==> src/rtl/gf16_pkg.sv <==
// GF(2^4) constants and helpers (x^4+x+1, alpha = 2) shared by the BCH syndrome
// generator and the error-location decoder.
package gf16_pkg;

  localparam int NUM_LOC = 3;
  localparam int NUM_SYN = 6;

  localparam logic [3:0] GF_ZERO_LOG = 4'd15;
  localparam logic [3:0] NO_ERR_LOC  = 4'd15;

  localparam logic [3:0] ALPHA_POW [0:14] = '{
    4'h1, 4'h2, 4'h4, 4'h8, 4'h3, 4'h6, 4'hC, 4'hB,
    4'h5, 4'hA, 4'h7, 4'hE, 4'hF, 4'hD, 4'h9
  };

  localparam logic [3:0] LOG_OF [1:15] = '{
    4'd0, 4'd1, 4'd4, 4'd2, 4'd8, 4'd5, 4'd10, 4'd3,
    4'd14, 4'd9, 4'd7, 4'd6, 4'd13, 4'd11, 4'd12
  };

  typedef enum logic [1:0] {
    ST_IDLE,
    ST_LOAD,
    ST_OUT
  } state_e;

  // (j*loc) mod 15 via end-around folding, since 16 == 1 (mod 15).
  function automatic logic [3:0] exp_mod15(input logic [2:0] j, input logic [3:0] loc);
    logic [6:0] p;
    logic [4:0] s1;
    logic [3:0] s2;
    p  = 7'(j) * 7'(loc);
    s1 = 5'(p[3:0]) + 5'(p[6:4]);
    s2 = s1[3:0] + {3'b000, s1[4]};
    return (s2 == 4'd15) ? 4'd0 : s2;
  endfunction

endpackage

==> src/rtl/gf16_vec2log.sv <==
// Combinational GF(2^4) vector-to-log conversion; the zero element maps to 15.
module gf16_vec2log
  import gf16_pkg::*;
(
  input  logic [3:0] i_vec,
  output logic [3:0] o_log
);

  always_comb begin
    o_log = GF_ZERO_LOG;
    if (i_vec != 4'd0) o_log = LOG_OF[i_vec];
  end

endmodule

==> src/rtl/bch_syndrome_gen.sv <==
// BCH(15,k) syndrome generator: folds up to three error locations into S1..S6
// and streams them out in log form, one syndrome per cycle.
module bch_syndrome_gen
  import gf16_pkg::*;
(
  input  logic       clk,
  input  logic       rst_n,
  input  logic       in_valid,
  input  logic [3:0] in_location,
  output logic       out_valid,
  output logic [3:0] out_syndrome
);

  state_e     r_state;
  state_e     w_next;
  logic [2:0] r_cnt;
  logic [3:0] r_acc     [0:NUM_SYN-1];
  logic [3:0] w_contrib [0:NUM_SYN-1];
  logic [3:0] w_sel_acc;
  logic [3:0] w_sel_log;
  logic       r_out_valid;
  logic [3:0] r_out_syn;

  // r_acc[j] / w_contrib[j] belong to syndrome S(j+1).
  always_comb begin
    for (int j = 0; j < NUM_SYN; j++) begin
      w_contrib[j] = 4'd0;
      if (in_location != NO_ERR_LOC)
        w_contrib[j] = ALPHA_POW[exp_mod15(3'(j + 1), in_location)];
    end
  end

  always_ff @(posedge clk or negedge rst_n) begin
    if (!rst_n) r_state <= ST_IDLE;
    else        r_state <= w_next;
  end

  always_comb begin
    w_next = r_state;
    case (r_state)
      ST_IDLE: if (in_valid) w_next = ST_LOAD;
      ST_LOAD: if (!in_valid || r_cnt == 3'(NUM_LOC - 1)) w_next = ST_OUT;
      ST_OUT:  if (r_cnt == 3'(NUM_SYN - 1)) w_next = ST_IDLE;
      default: w_next = ST_IDLE;
    endcase
  end

  // r_cnt counts accepted beats in LOAD and emitted syndromes in OUT.
  always_ff @(posedge clk or negedge rst_n) begin
    if (!rst_n) begin
      r_cnt <= 3'd0;
      for (int j = 0; j < NUM_SYN; j++) r_acc[j] <= 4'd0;
    end else begin
      case (r_state)
        ST_IDLE: begin
          r_cnt <= in_valid ? 3'd1 : 3'd0;
          for (int j = 0; j < NUM_SYN; j++)
            r_acc[j] <= in_valid ? w_contrib[j] : 4'd0;
        end
        ST_LOAD: begin
          r_cnt <= (w_next == ST_OUT) ? 3'd0 : r_cnt + 3'd1;
          if (in_valid)
            for (int j = 0; j < NUM_SYN; j++)
              r_acc[j] <= r_acc[j] ^ w_contrib[j];
        end
        ST_OUT:  r_cnt <= (w_next == ST_IDLE) ? 3'd0 : r_cnt + 3'd1;
        default: r_cnt <= 3'd0;
      endcase
    end
  end

  always_comb begin
    w_sel_acc = 4'd0;
    case (r_cnt)
      3'd0:    w_sel_acc = r_acc[0];
      3'd1:    w_sel_acc = r_acc[1];
      3'd2:    w_sel_acc = r_acc[2];
      3'd3:    w_sel_acc = r_acc[3];
      3'd4:    w_sel_acc = r_acc[4];
      3'd5:    w_sel_acc = r_acc[5];
      default: w_sel_acc = 4'd0;
    endcase
  end

  gf16_vec2log u_vec2log (
    .i_vec (w_sel_acc),
    .o_log (w_sel_log)
  );

  always_ff @(posedge clk or negedge rst_n) begin
    if (!rst_n) begin
      r_out_valid <= 1'b0;
      r_out_syn   <= 4'd0;
    end else begin
      r_out_valid <= (r_state == ST_OUT);
      r_out_syn   <= (r_state == ST_OUT) ? w_sel_log : 4'd0;
    end
  end

  assign out_valid    = r_out_valid;
  assign out_syndrome = r_out_syn;

endmodule

==> config.mk <==
export PLATFORM = sky130hd
export DESIGN_NAME = bch_syndrome_gen
export DESIGN_NICKNAME = d
export VERILOG_FILES = /design/src/rtl/gf16_pkg.sv /design/src/rtl/gf16_vec2log.sv /design/src/rtl/bch_syndrome_gen.sv
export SDC_FILE = /design/constraint.sdc
export NUM_CORES = 1
export LEC_CHECK = 0
export ABC_AREA = 1
export CAP_MARGIN = 10
export CORE_ASPECT_RATIO = 0.6
export CORE_UTILIZATION = 45
export DETAILED_ROUTE_END_ITERATION = 16
export GPL_ROUTABILITY_DRIVEN = 0
export PLACE_DENSITY = 0.58
export REMOVE_ABC_BUFFERS = 1
export SETUP_SLACK_MARGIN = 0.2
export SLEW_MARGIN = 15
export SYNTH_ARGS = -nofsm -noshare
export SYNTH_HDL_FRONTEND = slang
export SYNTH_SLANG_ARGS = --single-unit
==> constraint.sdc <==
create_clock -name clk -period 2.49 [get_ports clk]
set_input_delay 0.747 -clock clk [delete_from_list [all_inputs] [get_ports clk]]
set_output_delay 0.747 -clock clk [all_outputs]
set_load 0.005 [all_outputs]
==> summary.txt, run 1 <==
outcome - finished with violations
failing checks - negative setup slack
worst vdd ir - 0.6902 mV
Fin. Hold Viols - 0
Fill cells - 675
CTS H-Tree Depth - 2
Core Box Area - 0.008751 mm2
post-synthesis register bit count - 34
end of the worst hold path - r_acc[1]
Post-synth top cells - 136 x nand2_1, 90 x inv_1, 74 x ha_1
Hold Path Class - reg -> reg
Nets - 813
fmax - 263.8 MHz
final-report setup violation count - 12
vias in the first global route - 4292
IO Pins - 12
RR Endpoint - out_syndrome[2]
post-synthesis area per instance - 6.895 um2
clk sink count - 34
cell area after synthesis - 0.004185 mm2
TritonRoute pass-1 iters - 7
P&R area growth vs syn - 46.64%
initial antenna violation count - 0
max cap viols - 0
DRT iter0 DRCs - 253
# DRC - 0
Clk Tree Root Cell - clkbuf_16
Rel. slew slack - 0.4223
Syn Inst Count - 607
total CTS buffers - 5
CP startpoint kind - primary input
count leader, synth - nand2_1
clock slew at reported path FFs - 0.05 ns
Die Span X - 126.5 um
FF-to-FF setup slack - 0.18 ns
IO Port Bufs - 11
Setup TNS Final - -13.96 ns
top_reg_cell synth - dfrtp_1
DR vias/cell - 5.334
Synth async-reset ratio - 1.000
unrepaired setup endpoints after global routing - yes
final WL - 12540 um
# diodes - 0
Post-synth EDFFs - 0
top cells by area, synth - ha_1 22%, dfrtp_1 20%, nand2_1 12%, inv_1 8.1%, nand3_1 7.9%
largest net degree at the start of global routing - 35
crit share post-route - 1.523
HP Start - r_acc[1]
Die Y-Extent - 76.70 um
CTS tree - yes
Critical Setup Path Class - in -> reg
Initial Utilization - 0.4783
fin crit period - 3.791 ns
Synth area leader - ha_1
r2r startpoint - r_cnt[0]
die area - 0.009703 mm2
CP Data Arrival Time - 3.96 ns
via count - 4486
Antenna Nets Post-Route - 0
gr usage total - 0.2655
first-pass GRT wire length - 20760 um
CP Max Fanout - 3
Clk Latency, worst-skew pair - 0.28 ns
Worst-Margin Slew - 0.8656 ns
power density cells - 874.7 mW/mm2
Crit path required time - 2.66 ns
max-slew violation count - 0
Clock Tree Buf Depth - 2
Std-Cell Rows - 26
Yosys top cell area share - 0.2212
Final Core Density - 0.7013
post-synthesis sequential area ratio - 0.2033
final setup margin - -1.301 ns
Reg2Reg Depth - 12
Crit. End Element - register
GR Overflow Total - 0
layout cells sized above 1 - 0.3635
Setup Skew - 0.006563 ns
Final HPWL DP - 8874 um
Hold Path Depth - 2
routed length per instance - 14.91 um
Synth cell types - 37
Leakage - 0.003085 uW
Ys Warns - 0
-- state kept, by name, indices dropped and copies added (netlist names) --
register and cells:
out_valid 1, r_cnt 3, r_acc 24, r_state 2, out_syndrome 4
-- worst max-delay path: stages --
cell	delay (ns)
buf_6	0.10
buf_6	0.12
ha_4	0.15
ha_4	0.16
fa_1	0.49
ha_2	0.21
fa_2	0.35
nand2_2	0.08
a21oi_2	0.05
ha_2	0.20
ha_4	0.23
buf_4	0.14
buf_6	0.12
buf_4	0.13
ha_1	0.18
inv_1	0.05
nand3_1	0.07
nand3_1	0.11
nand4_1	0.10
nand3_1	0.11
nand2_1	0.06
-- where the power goes --
part,switching (uW),internal (uW)
Sequential,165,768
Clock,240,396
Combinational,2140,1660
Total,2550,2820
-- worst max path at each step --
stage	startpoint	to	slack (ns)	cells after the start
global placement	in_location[1]	r_acc[7]	-2.22	20
finish	in_location[0]	r_acc[5]	-1.30	21
detailed placement	in_location[1]	r_acc[6]	-2.33	22
global route	in_location[2]	r_acc[5]	-1.46	21
floorplan	in_location[2]	r_acc[12]	-1.79	23
CTS	in_location[2]	r_acc[7]	-1.36	22
-- layout make-up --
cell class	count	area, um2	area share
Inverter	97	371.6	0.06055
Tap cell	112	140.1	0.02283
Clock inverter	2	12.51	0.002039
Multi-Input combinational cell	465	3586	0.5843
Clock buffer	6	138.9	0.02263
Timing Repair Buffer	125	1035	0.1686
Sequential cell	34	853.3	0.1390
-- repair_timing --
| item | 4_1_cts | 5_1_grt |
|---|---|---|
| setup buffers | 17 | 17 |
| resized for setup | 138 | 64 |
| hold buffers | 0 | 0 |
| pin swaps | 71 | 56 |
| endpoints found under the setup margin | 27 | 25 |
| cloned | 0 | 0 |
-- kinds of logic after synthesis --
group	Yosys count	share of synthesized area
flops	34	0.2033
buf+inv	108	0.09925
xor+xnor	11	0.02661
simple gates	292	0.3142
compound gates	84	0.1163
fa+ha+maj	78	0.2404
-- per-stage QoR --
step                      power, uW  area (um2)  instances  setup slack [ns]  hold WS [ns]
after floorplan                2681        4134        596            -1.793        0.4352
after global placement         3588        4985        799            -2.215        0.4642
after detailed placement       3679        4985        799            -2.334        0.4809
after CTS                      4719        5749        824            -1.364        0.4935
after global routing           5831        6137        841            -1.457        0.5020
final                          5368        6137        841            -1.301        0.4940
-- cells in the final DEF, fill, tap and decap left out, drive strengths merged, types with 4 or more instances in the layout --
cell           netlist  layout
fa                   4       4
clkdlybuf4s50        0       7
nor4                 4       4
nand4               15      15
inv                 97      97
o211ai               9       9
clkbuf               5       6
a31oi                4       4
nor3                 5       5
dfrtp               34      34
a21oi               18      18
nand3               68      68
buf                  6     118
xor2                 9       9
o22ai               13      13
ha                  74      74
nor2                53      53
nand2              142     142
o21ai               34      34
-- layer usage --
metal | part of all wire | track usage | up-vias
li1 | - | - | 2233
met1 | 0.49 | 0.3884 | 2125
met2 | 0.45 | 0.4309 | 114
met3 | 0.045 | 0.02791 | 14
met4 | 0.0072 | 0.03373 | 0
met5 | 0 | 0 | -
(Power assumes the default switching activity.)
==> run 2: changes to the inputs <==
- GPL_TIMING_DRIVEN: unset -> 0
- PLACE_DENSITY: 0.58 -> 0.61
- SLEW_MARGIN: 15 -> unset
- clock period: 2.49 -> 3.17 ns (I/O delays scaled with it)
==> run 2 against run 1 <==
  * The flow still finishes with violations (negative setup slack)
  * Sequential cell count unchanged
  * Die area unchanged
  * First-iteration DRC count up 17%
  * Via count down 6.4%
  * Critical path type unchanged
  * Critical endpoint is now r_acc[12]
==> summary.txt, run 2 (synthesis gave the netlist of run 1 again) <==
Comb pwr share - 0.653
Core Box Area - 0.008751 mm2
IO Pins - 12
P&R area growth vs syn - 29.99%
Seq pwr share - 0.198
first-pass GRT wire length - 19090 um
CP Data Arrival Time - 4.21 ns
CP Max Fanout - 6
Setup Skew - 0.002566 ns
Clock Tree Buf Depth - 2
outcome - finished with violations
fmax - 250.3 MHz
Worst-Margin Slew - 1.026 ns
final WL - 11500 um
Fin. Hold Viols - 0
Final Core Density - 0.6217
most frequent cells in the layout - 118 x nand2_1, 82 x inv_1, 54 x nand3_1, 54 x ha_1, 45 x nor2_1
CP startpoint kind - primary input
DP Area - 0.004382 mm2
vias in the first global route - 3834
worst setup path startpoint - in_location[1]
DRT iter0 DRCs - 295
Reg2Reg Depth - 8
Register Area - 850.8 um2
post-place setup slack - -2.828 ns
die area - 0.009703 mm2
Clk Tree Root Cell - clkbuf_16
crit share post-route - 1.260
TritonRoute pass-1 iters - 4
final-report setup violation count - 12
layout cells sized above 1 - 0.2321
failing checks - negative setup slack
CTS tree - yes
largest net degree at the start of global routing - 35
# diodes - 0
# DRC - 0
GR peak layer - met1
max-slew violation count - 0
Rel. slew slack - 0.3135
CTS H-Tree Depth - 2
Nets - 739
GR Overflow Total - 0
max cap viols - 0
clock slew at reported path FFs - 0.05 ns
final setup margin - -0.8249 ns
Hold Path Class - reg -> reg
Clk Latency, worst-skew pair - 0.28 ns
Crit path required time - 3.39 ns
Std-Cell Rows - 26
Hold WS - 0.4799 ns
r2r startpoint - r_state[1]
Internal Pwr Total - 1852 uW
net load switching power - 1764 uW
Critical Setup Path Class - in -> reg
multi-input logic area - 0.003428 mm2
clock power share - 0.149
Crit. End Element - register
RR Endpoint - r_acc[6]
CTS Hold Buffers Added - 0
total CTS buffers - 5
gr usage total - 0.2447
Die Span X - 126.5 um
routed length per instance - 14.99 um
DR vias/cell - 5.476
clk sink count - 34
Switching Share - 0.4879
FF-to-FF setup slack - 0.60 ns
final design instance area without fill - 0.005440 mm2
CP endpoint - r_acc[12]
fin crit period - 3.995 ns
Initial Utilization - 0.4783
unrepaired setup endpoints after global routing - yes
PnR Total Power - 3616 uW
commonest non-fill, non-tap cell in the layout - nand2_1
Leakage - 0.002700 uW
power density cells - 664.8 mW/mm2
M3 GR Usage - 0.03140
via count - 4200
worst vdd ir - 0.3882 mV
Final HPWL DP - 8058 um
Fill cells - 785
number of flip-flops in the largest register - 24
Hold Path Depth - 2
Die Y-Extent - 76.70 um
initial antenna violation count - 0
Antenna Nets Post-Route - 0
IO Port Bufs - 11
register with the most flip-flops - r_acc
routing usage on met2 - 0.3541
met1 Track Usage GR - 0.3849
-- run 2: cell count changes in the layout (fill, tap and decap cells not counted), sizes merged --
cell	change
inv	-1
clkdlybuf4s50	-1
buf	-73
clkbuf	+2
clkinv	-1
-- run 2: worst min-delay path by stage --
stage | from | end | slack [ns]
floorplan | r_state[0] | out_valid | 0.44
global placement | r_acc[13] | r_acc[13] | 0.46
detailed placement | r_acc[1] | r_acc[1] | 0.47
CTS | r_acc[1] | r_acc[1] | 0.48
global route | r_acc[14] | r_acc[14] | 0.51
finish | r_acc[1] | r_acc[1] | 0.48
-- run 2: cell type report --
cell class                      count  area share
Sequential cell                    34      0.1564
Inverter                           97     0.06946
Tap cell                          112     0.02576
Timing Repair Buffer               51     0.08763
Multi-Input combinational cell    465      0.6302
Clock buffer                        8     0.03059
-- run 2: worst max-delay path, cell delays in order --
cell and delay, ns:
buf_16 0.12, ha_4 0.18, fa_2 0.39, a21o_1 0.20, fa_2 0.40, nand2_2 0.10, nor2_1 0.05, ha_2 0.20
ha_4 0.26, ha_4 0.17, nand3_4 0.07, inv_2 0.04, nand2_2 0.07, nand2_2 0.06, ha_1 0.28, nand3b_1 0.18
nand3_2 0.13, nand3_2 0.07, o21ai_1 0.08, nand3_1 0.10, nand2_1 0.09
-- run 2: timing repair --
| item | CTS | global route |
|---|---|---|
| setup endpoints to repair | 24 | 18 |
| gates resized for setup | 110 | 43 |
| pin swaps | 28 | 42 |
| setup buffers | 24 | 16 |
-- run 2: power by group through the flow --
| stage | clock network [uW] | registers (uW) | logic [uW] |
|---|---|---|---|
| after global placement | 0 | 712 | 1840 |
| after CTS | 541 | 713 | 2160 |
| after detailed placement | 0 | 718 | 1900 |
| after floorplan | 0 | 684 | 1420 |
| final | 540 | 715 | 2360 |
| after global routing | 564 | 736 | 2640 |
-- run 2: per-stage QoR --
step,TNS [ns],std cells
floorplan,-12.04,596
global placement,-41.88,719
detailed placement,-43.24,719
CTS,-8.478,751
global route,-10.39,767
finish,-8.093,767
-- run 2: routing by layer --
metal	vias to the layer above	share of wire
li1	2091	-
met1	2010	0.54
met2	92	0.42
met3	7	0.037
met4	0	0.0052
met5	-	0
==> run 3: changes to the inputs <==
- CORE_MARGIN: unset -> 2
==> run 3 against run 2 <==
  * Fmax up 1.4%
  * The flow still finishes with violations (negative setup slack)
  * Final cell count up 0.78%
  * Non-clock buffer count unchanged
  * Clock power down 8.9%
  * Design area up 2.5%
==> summary.txt, run 3 (synthesis gave the netlist of run 1 again) <==
outcome - finished with violations
failing checks - negative setup slack
Setup TNS Final - -8.126 ns
vias in the first global route - 4046
Setup Skew - 0.004150 ns
Antenna Nets Post-Route - 0
final std cells w/o fill - 773
clk sink count - 34
IO Pins - 12
unrepaired setup endpoints after global routing - yes
post-place setup slack - -2.778 ns
Std-Cell Rows - 27
FF-to-FF setup slack - 0.42 ns
max-slew violation count - 0
# DRC - 0
RR Endpoint - r_acc[6]
# diodes - 0
PnR Total Power - 3741 uW
clock slew at reported path FFs - 0.05 ns
fin crit period - 3.941 ns
gr usage total - 0.2373
HP Start - r_acc[13]
Hold Path Depth - 2
final setup margin - -0.7712 ns
largest net degree at the start of global routing - 35
final WL - 12420 um
max cap viols - 0
worst-path cell with the longest stage delay - fa_2
Fill cells - 803
CTS H-Tree Depth - 2
Register Area - 850.8 um2
IO Port Bufs - 11
DR vias/cell - 5.547
GR peak layer - met2
die area - 0.01011 mm2
CP Max Fanout - 7
total CTS buffers - 5
Clk Tree Root Cell - clkbuf_16
Crit path required time - 3.38 ns
Rel. slew slack - 0.2518
initial antenna violation count - 0
Final Core Density - 0.6112
Leakage - 0.002701 uW
crit share post-route - 1.243
Core Box Area - 0.009121 mm2
fmax - 253.7 MHz
Hold Path Class - reg -> reg
end of the worst hold path - r_acc[13]
crit-path cells - buf_16 > ha_4 > ha_4 > fa_2 > ha_4 > fa_2 > nand2_2 > a21oi_4 > ha_4 > ha_4 > ha_4 > inv_2 > nor2_4 > nand3_4 > buf_6 > nand2_1 > nand2_1 > nand3_2 > or2_1 > nand3_2 > nand2_1
Critical Setup Path Class - in -> reg
Reg2Reg Depth - 8
Final HPWL DP - 7812 um
Clock Tree Buf Depth - 2
DRT iter0 DRCs - 277
delay-heaviest family, CP - adder cells
number of flip-flops in the largest register - 24
most frequent cells in the layout - 117 x nand2_1, 73 x inv_1, 49 x nand3_1, 49 x ha_1, 41 x nor2_1
Nets - 741
met1 Track Usage GR - 0.3459
Crit. End Element - register
power density cells - 671.0 mW/mm2
GR Overflow Total - 0
layout cells sized above 1 - 0.2694
r2r startpoint - r_state[1]
Worst-Margin Slew - 1.118 ns
worst vdd ir - 0.4797 mV
routed length per instance - 16.07 um
routing usage on met2 - 0.3830
Die Y-Extent - 78.70 um
commonest non-fill, non-tap cell in the layout - nand2_1
Placed Instances - 723
Initial Utilization - 0.4588
CTS tree - yes
Crit path largest cell delay - 0.45 ns
Fin. Hold Viols - 0
CP startpoint kind - primary input
CP Data Arrival Time - 4.15 ns
first-pass GRT wire length - 19540 um
worst path bufs/invs - 3
M3 GR Usage - 0.03437
via count - 4288
Die Span X - 128.5 um
Clk Latency, worst-skew pair - 0.27 ns
TritonRoute pass-1 iters - 4
most used cell, CP - ha_4
P&R area growth vs syn - 33.21%
register with the most flip-flops - r_acc
final-report setup violation count - 12
multi-input logic area - 0.003566 mm2
-- run 3: cell types whose count changed in the layout (fill, tap and decap cells not counted), moves of 6 or more --
cell     before  now
inv_1        82   73
ha_4         15   22
inv_2        12   19
nand2_4       3   10
nor2_2        3    9
-- run 3: power by group --
| group | total [uW] | switching (uW) | internal (uW) |
|---|---|---|---|
| Combinational | 2520 | 1540 | 976 |
| Clock | 492 | 181 | 312 |
| Sequential | 728 | 127 | 600 |
| Total | 3740 | 1850 | 1890 |
-- run 3: worst max-delay path by stage --
stage / to / slack [ns] / cells past startpoint / from
after floorplan: r_acc[12] / -1.32 / 23 / in_location[2]
after global placement: r_acc[12] / -2.69 / 24 / in_location[2]
after detailed placement: r_acc[12] / -2.78 / 24 / in_location[2]
after CTS: r_acc[5] / -0.78 / 20 / in_location[3]
after global routing: r_acc[7] / -0.92 / 21 / in_location[1]
final: r_acc[7] / -0.77 / 21 / in_location[1]
-- run 3: worst reg2reg max path: stages, from the launching register on --
cell and delay (ns):
dfrtp_1 0.46, nor2_1 0.88, inv_1 0.68, nor2_1 0.31, inv_1 0.06, nand4_1 0.09, nand2_1 0.06, nand2_1 0.05
nand2_1 0.05
-- run 3: area by class of cell --
type                            instances  area share
Clock buffer                            7     0.02558
Clock inverter                          1   0.0008977
Inverter                               97     0.06912
Multi-Input combinational cell        467      0.6396
Sequential cell                        34      0.1526
Tap cell                              116     0.02603
Timing Repair Buffer                   51     0.08618
-- run 3: per-layer routing --
layer | vias up | share of wire | wire length (um)
li1 | 2103 | - | -
met1 | 2062 | 0.49 | 6101
met2 | 112 | 0.45 | 5608
met3 | 11 | 0.048 | 599
met4 | 0 | 0.0090 | 112
met5 | - | 0 | 0
-- run 3: what timing repair did --
item	CTS	global route
cloned	0	2
pin swaps	63	53
gates resized for setup	141	43
hold buffers	0	0
endpoints found under the setup margin	24	18
setup buffers	31	9
-- run 3: through the flow --
step / instance area [um2] / hold WS, ns
final: 5575 / 0.4784
after global routing: 5575 / 0.5184
after CTS: 5279 / 0.4726
after detailed placement: 4387 / 0.4655
after global placement: 4389 / 0.4639
after floorplan: 4134 / 0.4352
